[src/rtl/fnd_scan_rx_if.sv]
// Bus bundle for the six-digit 7-segment scan receiver.
//   i_seg_enb     : active-low digit enables, bit k low selects slot k
//   i_seg         : segments {a,b,c,d,e,f,g}, active-high
//   i_seg_dp      : decimal point of the selected slot
//   o_digits      : BCD per slot, slot k in [4k+3:4k]; 4'hF marks an undecodable slot
//   o_dp          : captured decimal point per slot
//   o_sec/min/hr  : binary pairs slot1:0, slot3:2, slot5:4 (6'h3F when invalid)
//   o_frame_valid : one-cycle strobe when the frame outputs update
//   o_frame_err   : last frame held an undecodable pattern
//   o_link_up     : captures arriving within the timeout window
// master drives the scan bus and reads results; slave is the receiver.
interface fnd_scan_rx_if;
  logic [5:0]  i_seg_enb;
  logic [6:0]  i_seg;
  logic        i_seg_dp;
  logic [23:0] o_digits;
  logic [5:0]  o_dp;
  logic [5:0]  o_sec;
  logic [5:0]  o_min;
  logic [5:0]  o_hr;
  logic        o_frame_valid;
  logic        o_frame_err;
  logic        o_link_up;

  modport master (
    output i_seg_enb, i_seg, i_seg_dp,
    input  o_digits, o_dp, o_sec, o_min, o_hr, o_frame_valid, o_frame_err, o_link_up
  );

  modport slave (
    input  i_seg_enb, i_seg, i_seg_dp,
    output o_digits, o_dp, o_sec, o_min, o_hr, o_frame_valid, o_frame_err, o_link_up
  );
endinterface

[src/rtl/fnd_scan_rx.sv]
// Readback receiver for the multiplexed six-digit 7-segment display bus.
// Synchronizes the scan lines, waits for each enable pattern to settle, decodes
// the segments of the selected slot to BCD and assembles a six-slot frame.
// A completed frame updates digits, decimal points, sec/min/hr and pulses
// o_frame_valid. A link watchdog drops o_link_up when captures stop.
// Ports:
//   clk   : system clock
//   rst_n : asynchronous active-low reset
//   bus   : fnd_scan_rx_if.slave (scan inputs and frame outputs)
module fnd_scan_rx #(
  parameter int unsigned SETTLE_CYC  = 8,
  parameter int unsigned TIMEOUT_CYC = 20000
) (
  input logic          clk,
  input logic          rst_n,
  fnd_scan_rx_if.slave bus
);

  localparam logic [7:0]  SettleMax  = 8'(SETTLE_CYC);
  localparam logic [7:0]  SettleHit  = 8'(SETTLE_CYC - 1);
  localparam logic [31:0] TimeoutMax = 32'(TIMEOUT_CYC);
  localparam logic [31:0] TimeoutHit = 32'(TIMEOUT_CYC - 1);

  // 7-segment pattern to BCD; anything unknown maps to 4'hF.
  function automatic logic [3:0] seg_decode(input logic [6:0] p);
    logic [3:0] d;
    case (p)
      7'b1111110: d = 4'd0;
      7'b0110000: d = 4'd1;
      7'b1101101: d = 4'd2;
      7'b1111001: d = 4'd3;
      7'b0110011: d = 4'd4;
      7'b1011011: d = 4'd5;
      7'b1011111: d = 4'd6;
      7'b1110000: d = 4'd7;
      7'b1111111: d = 4'd8;
      7'b1110011: d = 4'd9;
      default:    d = 4'hF;
    endcase
    return d;
  endfunction

  // tens*10 + ones; undecodable digits or results above 63 saturate to 6'h3F.
  function automatic logic [5:0] to_bin(input logic [3:0] tens, input logic [3:0] ones);
    logic [6:0] v;
    v = 7'(tens) * 7'd10 + 7'(ones);
    if (tens == 4'hF || ones == 4'hF || v > 7'd63) begin
      return 6'h3F;
    end
    return v[5:0];
  endfunction

  // Two-flop synchronizers
  logic [5:0]  enb_meta_q, enb_s_q, enb_prev_q;
  logic [6:0]  seg_meta_q, seg_s_q;
  logic        dp_meta_q, dp_s_q;

  logic [7:0]  settle_q, settle_d;
  logic [31:0] idle_q, idle_d;
  logic [5:0]  mask_q, mask_d;
  logic        err_q, err_d;
  logic [23:0] shadow_q, shadow_d;
  logic [5:0]  sdp_q, sdp_d;

  logic [23:0] digits_q, digits_d;
  logic [5:0]  dp_q, dp_d;
  logic [5:0]  sec_q, sec_d;
  logic [5:0]  min_q, min_d;
  logic [5:0]  hr_q, hr_d;
  logic        valid_q, valid_d;
  logic        ferr_q, ferr_d;
  logic        link_q, link_d;

  logic        stable, onehot_low, capture, timeout_hit, frame_done;
  logic [2:0]  slot;
  logic [3:0]  cap_nib;

  always_comb begin
    stable      = (enb_s_q == enb_prev_q);
    onehot_low  = $onehot(~enb_s_q);
    // Fires exactly once per dwell: the cycle the counter steps onto SETTLE_CYC.
    capture     = stable && onehot_low && (settle_q == SettleHit);
    timeout_hit = (idle_q == TimeoutHit);
    frame_done  = (mask_q == 6'h3F);
    cap_nib     = seg_decode(seg_s_q);

    slot = 3'd0;
    for (int k = 0; k < 6; k++) begin
      if (!enb_s_q[k]) slot = 3'(k);
    end

    if (!stable) begin
      settle_d = 8'd0;
    end else if (settle_q != SettleMax) begin
      settle_d = settle_q + 8'd1;
    end else begin
      settle_d = settle_q;
    end

    if (capture) begin
      idle_d = 32'd0;
    end else if (idle_q != TimeoutMax) begin
      idle_d = idle_q + 32'd1;
    end else begin
      idle_d = idle_q;
    end

    link_d = link_q;
    if (capture) begin
      link_d = 1'b1;
    end else if (timeout_hit) begin
      link_d = 1'b0;
    end

    mask_d   = mask_q;
    err_d    = err_q;
    shadow_d = shadow_q;
    sdp_d    = sdp_q;
    // A completed frame or a dead link restarts assembly; a capture in the same
    // cycle still lands in the fresh mask.
    if (frame_done || (timeout_hit && !capture)) begin
      mask_d = 6'd0;
      err_d  = 1'b0;
    end
    if (capture) begin
      mask_d[slot]               = 1'b1;
      shadow_d[{slot, 2'b00} +: 4] = cap_nib;
      sdp_d[slot]                = dp_s_q;
      if (cap_nib == 4'hF) err_d = 1'b1;
    end

    digits_d = digits_q;
    dp_d     = dp_q;
    sec_d    = sec_q;
    min_d    = min_q;
    hr_d     = hr_q;
    ferr_d   = ferr_q;
    valid_d  = frame_done;
    if (frame_done) begin
      digits_d = shadow_q;
      dp_d     = sdp_q;
      sec_d    = to_bin(shadow_q[7:4], shadow_q[3:0]);
      min_d    = to_bin(shadow_q[15:12], shadow_q[11:8]);
      hr_d     = to_bin(shadow_q[23:20], shadow_q[19:16]);
      ferr_d   = err_q;
    end
  end

  always_ff @(posedge clk or negedge rst_n) begin
    if (!rst_n) begin
      // Enables idle as all-ones (blank) so reset never looks like a selection.
      enb_meta_q <= 6'h3F;
      enb_s_q    <= 6'h3F;
      enb_prev_q <= 6'h3F;
      seg_meta_q <= 7'd0;
      seg_s_q    <= 7'd0;
      dp_meta_q  <= 1'b0;
      dp_s_q     <= 1'b0;
      settle_q   <= 8'd0;
      idle_q     <= 32'd0;
      mask_q     <= 6'd0;
      err_q      <= 1'b0;
      shadow_q   <= 24'd0;
      sdp_q      <= 6'd0;
      digits_q   <= 24'd0;
      dp_q       <= 6'd0;
      sec_q      <= 6'd0;
      min_q      <= 6'd0;
      hr_q       <= 6'd0;
      valid_q    <= 1'b0;
      ferr_q     <= 1'b0;
      link_q     <= 1'b0;
    end else begin
      enb_meta_q <= bus.i_seg_enb;
      enb_s_q    <= enb_meta_q;
      enb_prev_q <= enb_s_q;
      seg_meta_q <= bus.i_seg;
      seg_s_q    <= seg_meta_q;
      dp_meta_q  <= bus.i_seg_dp;
      dp_s_q     <= dp_meta_q;
      settle_q   <= settle_d;
      idle_q     <= idle_d;
      mask_q     <= mask_d;
      err_q      <= err_d;
      shadow_q   <= shadow_d;
      sdp_q      <= sdp_d;
      digits_q   <= digits_d;
      dp_q       <= dp_d;
      sec_q      <= sec_d;
      min_q      <= min_d;
      hr_q       <= hr_d;
      valid_q    <= valid_d;
      ferr_q     <= ferr_d;
      link_q     <= link_d;
    end
  end

  assign bus.o_digits      = digits_q;
  assign bus.o_dp          = dp_q;
  assign bus.o_sec         = sec_q;
  assign bus.o_min         = min_q;
  assign bus.o_hr          = hr_q;
  assign bus.o_frame_valid = valid_q;
  assign bus.o_frame_err   = ferr_q;
  assign bus.o_link_up     = link_q;

endmodule

[src/flat_wrapper.sv]
// flat-port wrapper written by rule: the top's interface ports become plain ports
module fnd_scan_rx_flat 
#(
  parameter int unsigned SETTLE_CYC  = 8,
  parameter int unsigned TIMEOUT_CYC = 20000
)
  (clk, rst_n, bus_i_seg_enb, bus_i_seg, bus_i_seg_dp, bus_o_digits, bus_o_dp, bus_o_sec, bus_o_min, bus_o_hr, bus_o_frame_valid, bus_o_frame_err, bus_o_link_up);
  fnd_scan_rx_if bus_i ();
  input logic clk;
  input logic rst_n;
  input wire logic [$bits(bus_i.i_seg_enb)-1:0] bus_i_seg_enb;
  input wire logic [$bits(bus_i.i_seg)-1:0] bus_i_seg;
  input wire logic [$bits(bus_i.i_seg_dp)-1:0] bus_i_seg_dp;
  output wire logic [$bits(bus_i.o_digits)-1:0] bus_o_digits;
  output wire logic [$bits(bus_i.o_dp)-1:0] bus_o_dp;
  output wire logic [$bits(bus_i.o_sec)-1:0] bus_o_sec;
  output wire logic [$bits(bus_i.o_min)-1:0] bus_o_min;
  output wire logic [$bits(bus_i.o_hr)-1:0] bus_o_hr;
  output wire logic [$bits(bus_i.o_frame_valid)-1:0] bus_o_frame_valid;
  output wire logic [$bits(bus_i.o_frame_err)-1:0] bus_o_frame_err;
  output wire logic [$bits(bus_i.o_link_up)-1:0] bus_o_link_up;
  assign bus_i.i_seg_enb = bus_i_seg_enb;
  assign bus_i.i_seg = bus_i_seg;
  assign bus_i.i_seg_dp = bus_i_seg_dp;
  assign bus_o_digits = bus_i.o_digits;
  assign bus_o_dp = bus_i.o_dp;
  assign bus_o_sec = bus_i.o_sec;
  assign bus_o_min = bus_i.o_min;
  assign bus_o_hr = bus_i.o_hr;
  assign bus_o_frame_valid = bus_i.o_frame_valid;
  assign bus_o_frame_err = bus_i.o_frame_err;
  assign bus_o_link_up = bus_i.o_link_up;
  fnd_scan_rx #(.SETTLE_CYC(SETTLE_CYC), .TIMEOUT_CYC(TIMEOUT_CYC)) u_core (.clk(clk), .rst_n(rst_n), .bus(bus_i));
endmodule
[config.mk]
export PLATFORM = sky130hd
export DESIGN_NAME = fnd_scan_rx_flat
export DESIGN_NICKNAME = d
export VERILOG_FILES = /design/src/rtl/fnd_scan_rx_if.sv /design/src/rtl/fnd_scan_rx.sv /design/src/flat_wrapper.sv
export SDC_FILE = /design/constraint.sdc
export NUM_CORES = 1
export LEC_CHECK = 0
export CAP_MARGIN = 20
export CORE_ASPECT_RATIO = 1.2
export CORE_MARGIN = 2
export CORE_UTILIZATION = 50
export CTS_CLUSTER_SIZE = 12
export DETAILED_ROUTE_END_ITERATION = 12
export GPL_TIMING_DRIVEN = 0
export PLACE_DENSITY = 0.71
export SLEW_MARGIN = 20
export SYNTH_ARGS = -nofsm -noshare
export SYNTH_HDL_FRONTEND = slang
export SYNTH_SLANG_ARGS = --single-unit
[constraint.sdc]
create_clock -name clk -period 5 [get_ports clk]
set_input_delay 0.75 -clock clk [delete_from_list [all_inputs] [get_ports clk]]
set_output_delay 0.75 -clock clk [all_outputs]
set_load 0.01 [all_outputs]
# After elaboration in Yosys (flattened, before gate mapping)

Index checks and enable logic that the tools add are counted.

Register bits after elaboration: 162
Bits of input ports: 16
Output and inout bits: 51
Logic and storage cells: 116

Add/sub/neg operators: 11
$mul: 3
Order comparisons: 5
Equality and inequality tests: 25
Shift-type cells: 2
Multiplexer cells: 33
Bitwise operators: 2
Reduce and logical (&&, ||, !) cells: 14

Operator list:

| operator                                                 | number |
|---|---|
| two-way mux 32 bit                                       | 2 |
| equality test 7 bit (second input constant)              | 8 |
| two-way mux 6 bit                                        | 8 |
| case mux 4 bit (10 select lines)                         | 1 |
| adder 32 x 1 -> 32 bit (second input constant)           | 1 |
| equality test 32 x 15 -> 1 bit (second input constant)   | 1 |
| inequality test 32 x 15 -> 1 bit (second input constant) | 1 |
| equality test 4 bit (second input constant)              | 7 |
| bitwise mux 24 bit                                       | 1 |
| variable shift 4 x 7 -> 24 bit (first input constant)    | 1 |
| variable part select 4 x 7 -> 24 bit                     | 1 |
| adder 7 x 4 -> 7 bit                                     | 3 |
| > comparator 7 x 6 -> 1 bit (second input constant)      | 3 |
| multiplier 4 x 3 -> 6 bit (second input constant)        | 3 |
| two-way mux 8 bit                                        | 2 |
| equality test 7 x 6 -> 1 bit (second input constant)     | 2 |
| two-way mux 1 bit                                        | 13 |
| adder 8 x 1 -> 8 bit (second input constant)             | 1 |
| equality test 8 x 3 -> 1 bit (second input constant)     | 1 |
| inequality test 8 x 4 -> 1 bit (second input constant)   | 1 |
| logical OR 1 bit                                         | 7 |
| negation 5 -> 7 bit                                      | 1 |
| adder 1 x 1 -> 2 bit                                     | 3 |
| adder 3 bit                                              | 2 |
| 15 further kinds                                         | 21 |

# Logic depth before layout (Yosys ltp)

Depth in word-level cells: 13
Mapped depth: 12
Gate-level depth less buffers: 11

# Worst setup path after synthesis

OpenSTA, ideal clock, no wires.

Path kind: register to register
From: reg u_core.enb_s_q[4]
To: reg u_core.shadow_q[11]
Setup time: 125 ps
Arrival: 3264 ps
Data required time: 4875 ps
Slack: 1611 ps
Cell stages (with the launch flop): 10
Buffers on the path: 0
Period minus slack after synthesis: 3389 ps
Path through: dfstp_2 > inv_1 > ha_1 > fa_1 > ha_1 > nor4b_4 > nand4_2 > or4b_4 > or3_4 > mux2_4

Longest elaborated chain between the ends: 6
Elaborated cells between the ends (all ways): 13
Classes of those cells: add/sub (3); eq/ne (2); shift (2); mux (3); bitwise (1); reduce/logical (2)

RTL lines:

| what                                                                        | line               | RTL |
|---|---|---|
| start, declared                                                             | fnd_scan_rx.sv:54  | `logic [5:0] enb_meta_q, enb_s_q, enb_prev_q;` |
| start signal, assigned                                                      | fnd_scan_rx.sv:175 | `enb_s_q <= enb_meta_q;` |
| parallel branches: the longest is 6 deep, another holds negation 5 -> 7 bit | n/a                |  |
| end signal, assigned                                                        | fnd_scan_rx.sv:185 | `shadow_q <= shadow_d;` |
| end, declared                                                               | fnd_scan_rx.sv:62  | `logic [23:0] shadow_q, shadow_d;` |

Several ways; the timed one is not identified.
A chain may end at the register's enable or synchronous reset.

# Final worst setup path

From: reg u_core.enb_s_q[4]
To: reg u_core.shadow_q[5]

Same word-level chain as after synthesis.

==> results.ini <==
[run_status]
status=finished, final reports clean

[power]
power_total_mw=2.76
vdd.ir_drop.worst_mv=0.246
power_per_cell_area_nw_per_um2=303
p_leak_nw=4.22

[timing]
timing.final.crit_share_pct=75.2
hold-worst-slack_ns=0.221
maxSlewViolCount=0
hold_viol_final=0
final-setup-viol-count=0
slew_of_the_pin_with_the_lowest_slew_margin_ns=0.805
skew_ns=0.00922
finalCriticalPeriod_ns=3.76
rsz0062_at_grt=no
timing.fmax_mhz=266
timing.slew.headroom_pct=45.7

[job]
max_cap_violations=0

[final_layout]
num-nets-final=765
filler_cell_count=1176
seq_area_sq_um=4080
mostFrequentLayoutCell=sky130_fd_sc_hd__dfrtp_1
multi_input_comb_area_sq_um=3300
final_cell_count_no_fill=926
antenna_cells=0
post_route_cells_drive_above_1_share_pct=15.8
layout-area-overhead-vs-synth_pct=21.0
most-common-layout-cells=144 x sky130_fd_sc_hd__dfrtp_1, 65 x sky130_fd_sc_hd__clkdlybuf4s50_1, 49 x sky130_fd_sc_hd__nor2_1, 49 x sky130_fd_sc_hd__mux2_2, 36 x sky130_fd_sc_hd__xor2_1

[route]
route.antenna.remaining_nets=0
finalWirelength_mm=15.1
avgViaCountPerCell=5.56
wire_per_inst_microns=16.3
initial_drc_count=339
drc=0
dr.pass1.iters=5
routed-via-count=5147

[global_routing]
first_pass_grt_wire_length_mm=25.5
gr-total-overflow=0
grt_start_max_net_pins=58
gr-usage-all-layers_pct=20.2
first_global_vias=5252
grt_antenna_before_repair=0

[die]
core-area_sq_um=14800
placementRows=49
initial_utilization_pct=50.7
top_level_i_o_count=67
chipHeight_microns=138
die_width_microns=116
fp.dieArea_sq_um=16100

[synthesis]
synth_edf_count=0
part_of_the_yosys_area_used_for_sequential_elements_pct=54.2
yosys-top-cells-area=sky130_fd_sc_hd__dfrtp_1 48%, sky130_fd_sc_hd__mux2_2 7.3%, sky130_fd_sc_hd__dfstp_2 6.3%
synth_nets=678
synth_top_area_share_pct=47.9
synthesis.area_sq_um=7530
ys_seq_elements=162
postSynthCellCount=622
synth_cell_type_count=54
synthArstFlopShare_pct=100
syn_avg_cell_area_sq_um=12.1
synth_area_leader_cell=sky130_fd_sc_hd__dfrtp_1
synth_flop_cell=sky130_fd_sc_hd__dfrtp_1
synth-warning-count=0

[clock_tree]
clk_pin_slew_worst_paths_ns=0.06
tritoncts=built
clock-root-buffer=sky130_fd_sc_hd__clkbuf_16
clock_latency_ns=0.43
hold_bufs_at_cts=0
clkSinkCount=162
clock_tree.htree_level_count=4
post_cts_buffers=0
cts_buffer_depth=2
inserted_clock_buffers=17
cts_repair_resize_count=0

[setup_path]
setup.worst_path.end_class=register
timing.setup.critical_path_class=reg -> reg
crit_arrival_ns=4.07
worst_r2r_path_depth=12
critical_path.max_fanout=9
worst-endpoint-required_ns=5.31
cp-start-kind=register

[worst_hold_path]
min_path_type=in -> async

[placed_design]
dp.final_hpwl_mm=10.7
gpl.final_weighted_congestion=0.829
post-place-cells=894
buffer_ports.inserted=66

==> worst max-delay path: stages (launching register included) <==
cell	delay, ns
sky130_fd_sc_hd__dfstp_2	0.61
sky130_fd_sc_hd__inv_1	0.11
sky130_fd_sc_hd__ha_1	0.29
sky130_fd_sc_hd__inv_1	0.05
sky130_fd_sc_hd__fa_1	0.40
sky130_fd_sc_hd__inv_1	0.07
sky130_fd_sc_hd__ha_1	0.24
sky130_fd_sc_hd__nor4b_4	0.28
sky130_fd_sc_hd__nand4_2	0.21
sky130_fd_sc_hd__and3b_1	0.25
sky130_fd_sc_hd__clkbuf_1	0.44
sky130_fd_sc_hd__nand4_1	0.33
sky130_fd_sc_hd__mux2_2	0.35
==> path summary, 6_finish.rpt <==
check,from,endpoint,slack (ns)
max,u_core.enb_s_q[4],u_core.shadow_q[5],1.24
min,rst_n,u_core.bus.o_sec[2],0.22
max reg2reg,u_core.enb_s_q[4],u_core.shadow_q[5],1.24
min reg2reg,u_core.seg_meta_q[5],u_core.seg_s_q[5],0.35
max in group asynchronous,rst_n,u_core.enb_meta_q[4],3.82
min in group clk,u_core.seg_meta_q[5],u_core.seg_s_q[5],0.35
==> Yosys cell counts, types with 3 or more instances <==
master	number
sky130_fd_sc_hd__mux2_4	4
sky130_fd_sc_hd__xor2_1	36
sky130_fd_sc_hd__dfstp_2	18
sky130_fd_sc_hd__and3b_1	4
sky130_fd_sc_hd__nand3b_1	4
sky130_fd_sc_hd__xnor2_1	18
sky130_fd_sc_hd__and3_1	8
sky130_fd_sc_hd__o21bai_1	3
sky130_fd_sc_hd__nand2_1	17
sky130_fd_sc_hd__dfrtp_1	144
sky130_fd_sc_hd__fa_1	8
sky130_fd_sc_hd__a21o_1	6
sky130_fd_sc_hd__o22a_1	18
sky130_fd_sc_hd__nor2_1	49
sky130_fd_sc_hd__clkbuf_1	15
sky130_fd_sc_hd__nand3_1	34
sky130_fd_sc_hd__ha_1	32
sky130_fd_sc_hd__inv_1	25
sky130_fd_sc_hd__mux2_2	49
sky130_fd_sc_hd__nor3_1	17
sky130_fd_sc_hd__a21oi_1	11
sky130_fd_sc_hd__o21ai_0	16
sky130_fd_sc_hd__or3_1	8
sky130_fd_sc_hd__nand4_1	25
sky130_fd_sc_hd__a22o_1	4
sky130_fd_sc_hd__and2_1	3
sky130_fd_sc_hd__nor4_1	10
==> state kept, by name, indices dropped and copies added, names as in the netlist, 7 cells and up <==
name                 cells
u_core.idle_q           32
u_core.bus.o_digits     24
u_core.seg_s_q           7
u_core.seg_meta_q        7
u_core.shadow_q         24
u_core.settle_q          8
==> where the power goes <==
group | internal, mW | switching, mW | total [mW]
sequential | 1.33 | 0.0108 | 1.34
clock | 0.799 | 0.515 | 1.31
combinational | 0.0370 | 0.0621 | 0.0991
total | 2.17 | 0.588 | 2.76
==> kinds of logic (layout without fill, tap and decap cells) <==
group	Yosys count	in the layout	share of synthesized area [%]
xor gates and xnor gates	54	54	6.28
DFF	162	162	54.2
and+or+nand+nor	202	202	15.4
buffers and inverters	41	141	2.04
adders and majority gates	40	40	7.45
muxes	55	55	8.39
AOI/OAI and AO/OA	68	68	6.27
==> metrics by stage <==
stage	instance area, sq um	setup slack [ns]	util (%)	TNS, ns
2_1_floorplan	7530	1.61	-	0
3_3_place_gp	8440	-2.89	56.9	-431.41
4_1_cts	9100	1.29	61.4	0
3_5_place_dp	8500	1.30	57.3	0
6_report	9100	1.24	61.4	0
5_1_grt	9100	1.09	61.4	0
==> per-layer routing <==
layer	vias up	share of wire, %	GRT usage (%)
met3	32	3.2	4.87
met4	0	2.4	8.08
met1	2600	42	24.9
li1	2409	-	-
met2	106	52	33.8
met5	-	0	0
==> layout make-up <==
class	instances	share of cell area, %
Timing Repair Buffer	68	7.92
Clock inverter	12	1.70
Inverter	26	1.07
Tap cell	204	2.80
Sequential cell	162	44.8
Buffer	15	0.618
Clock buffer	20	4.91
Multi-Input combinational cell	419	36.2
Power figures use the tool's default switching activity.
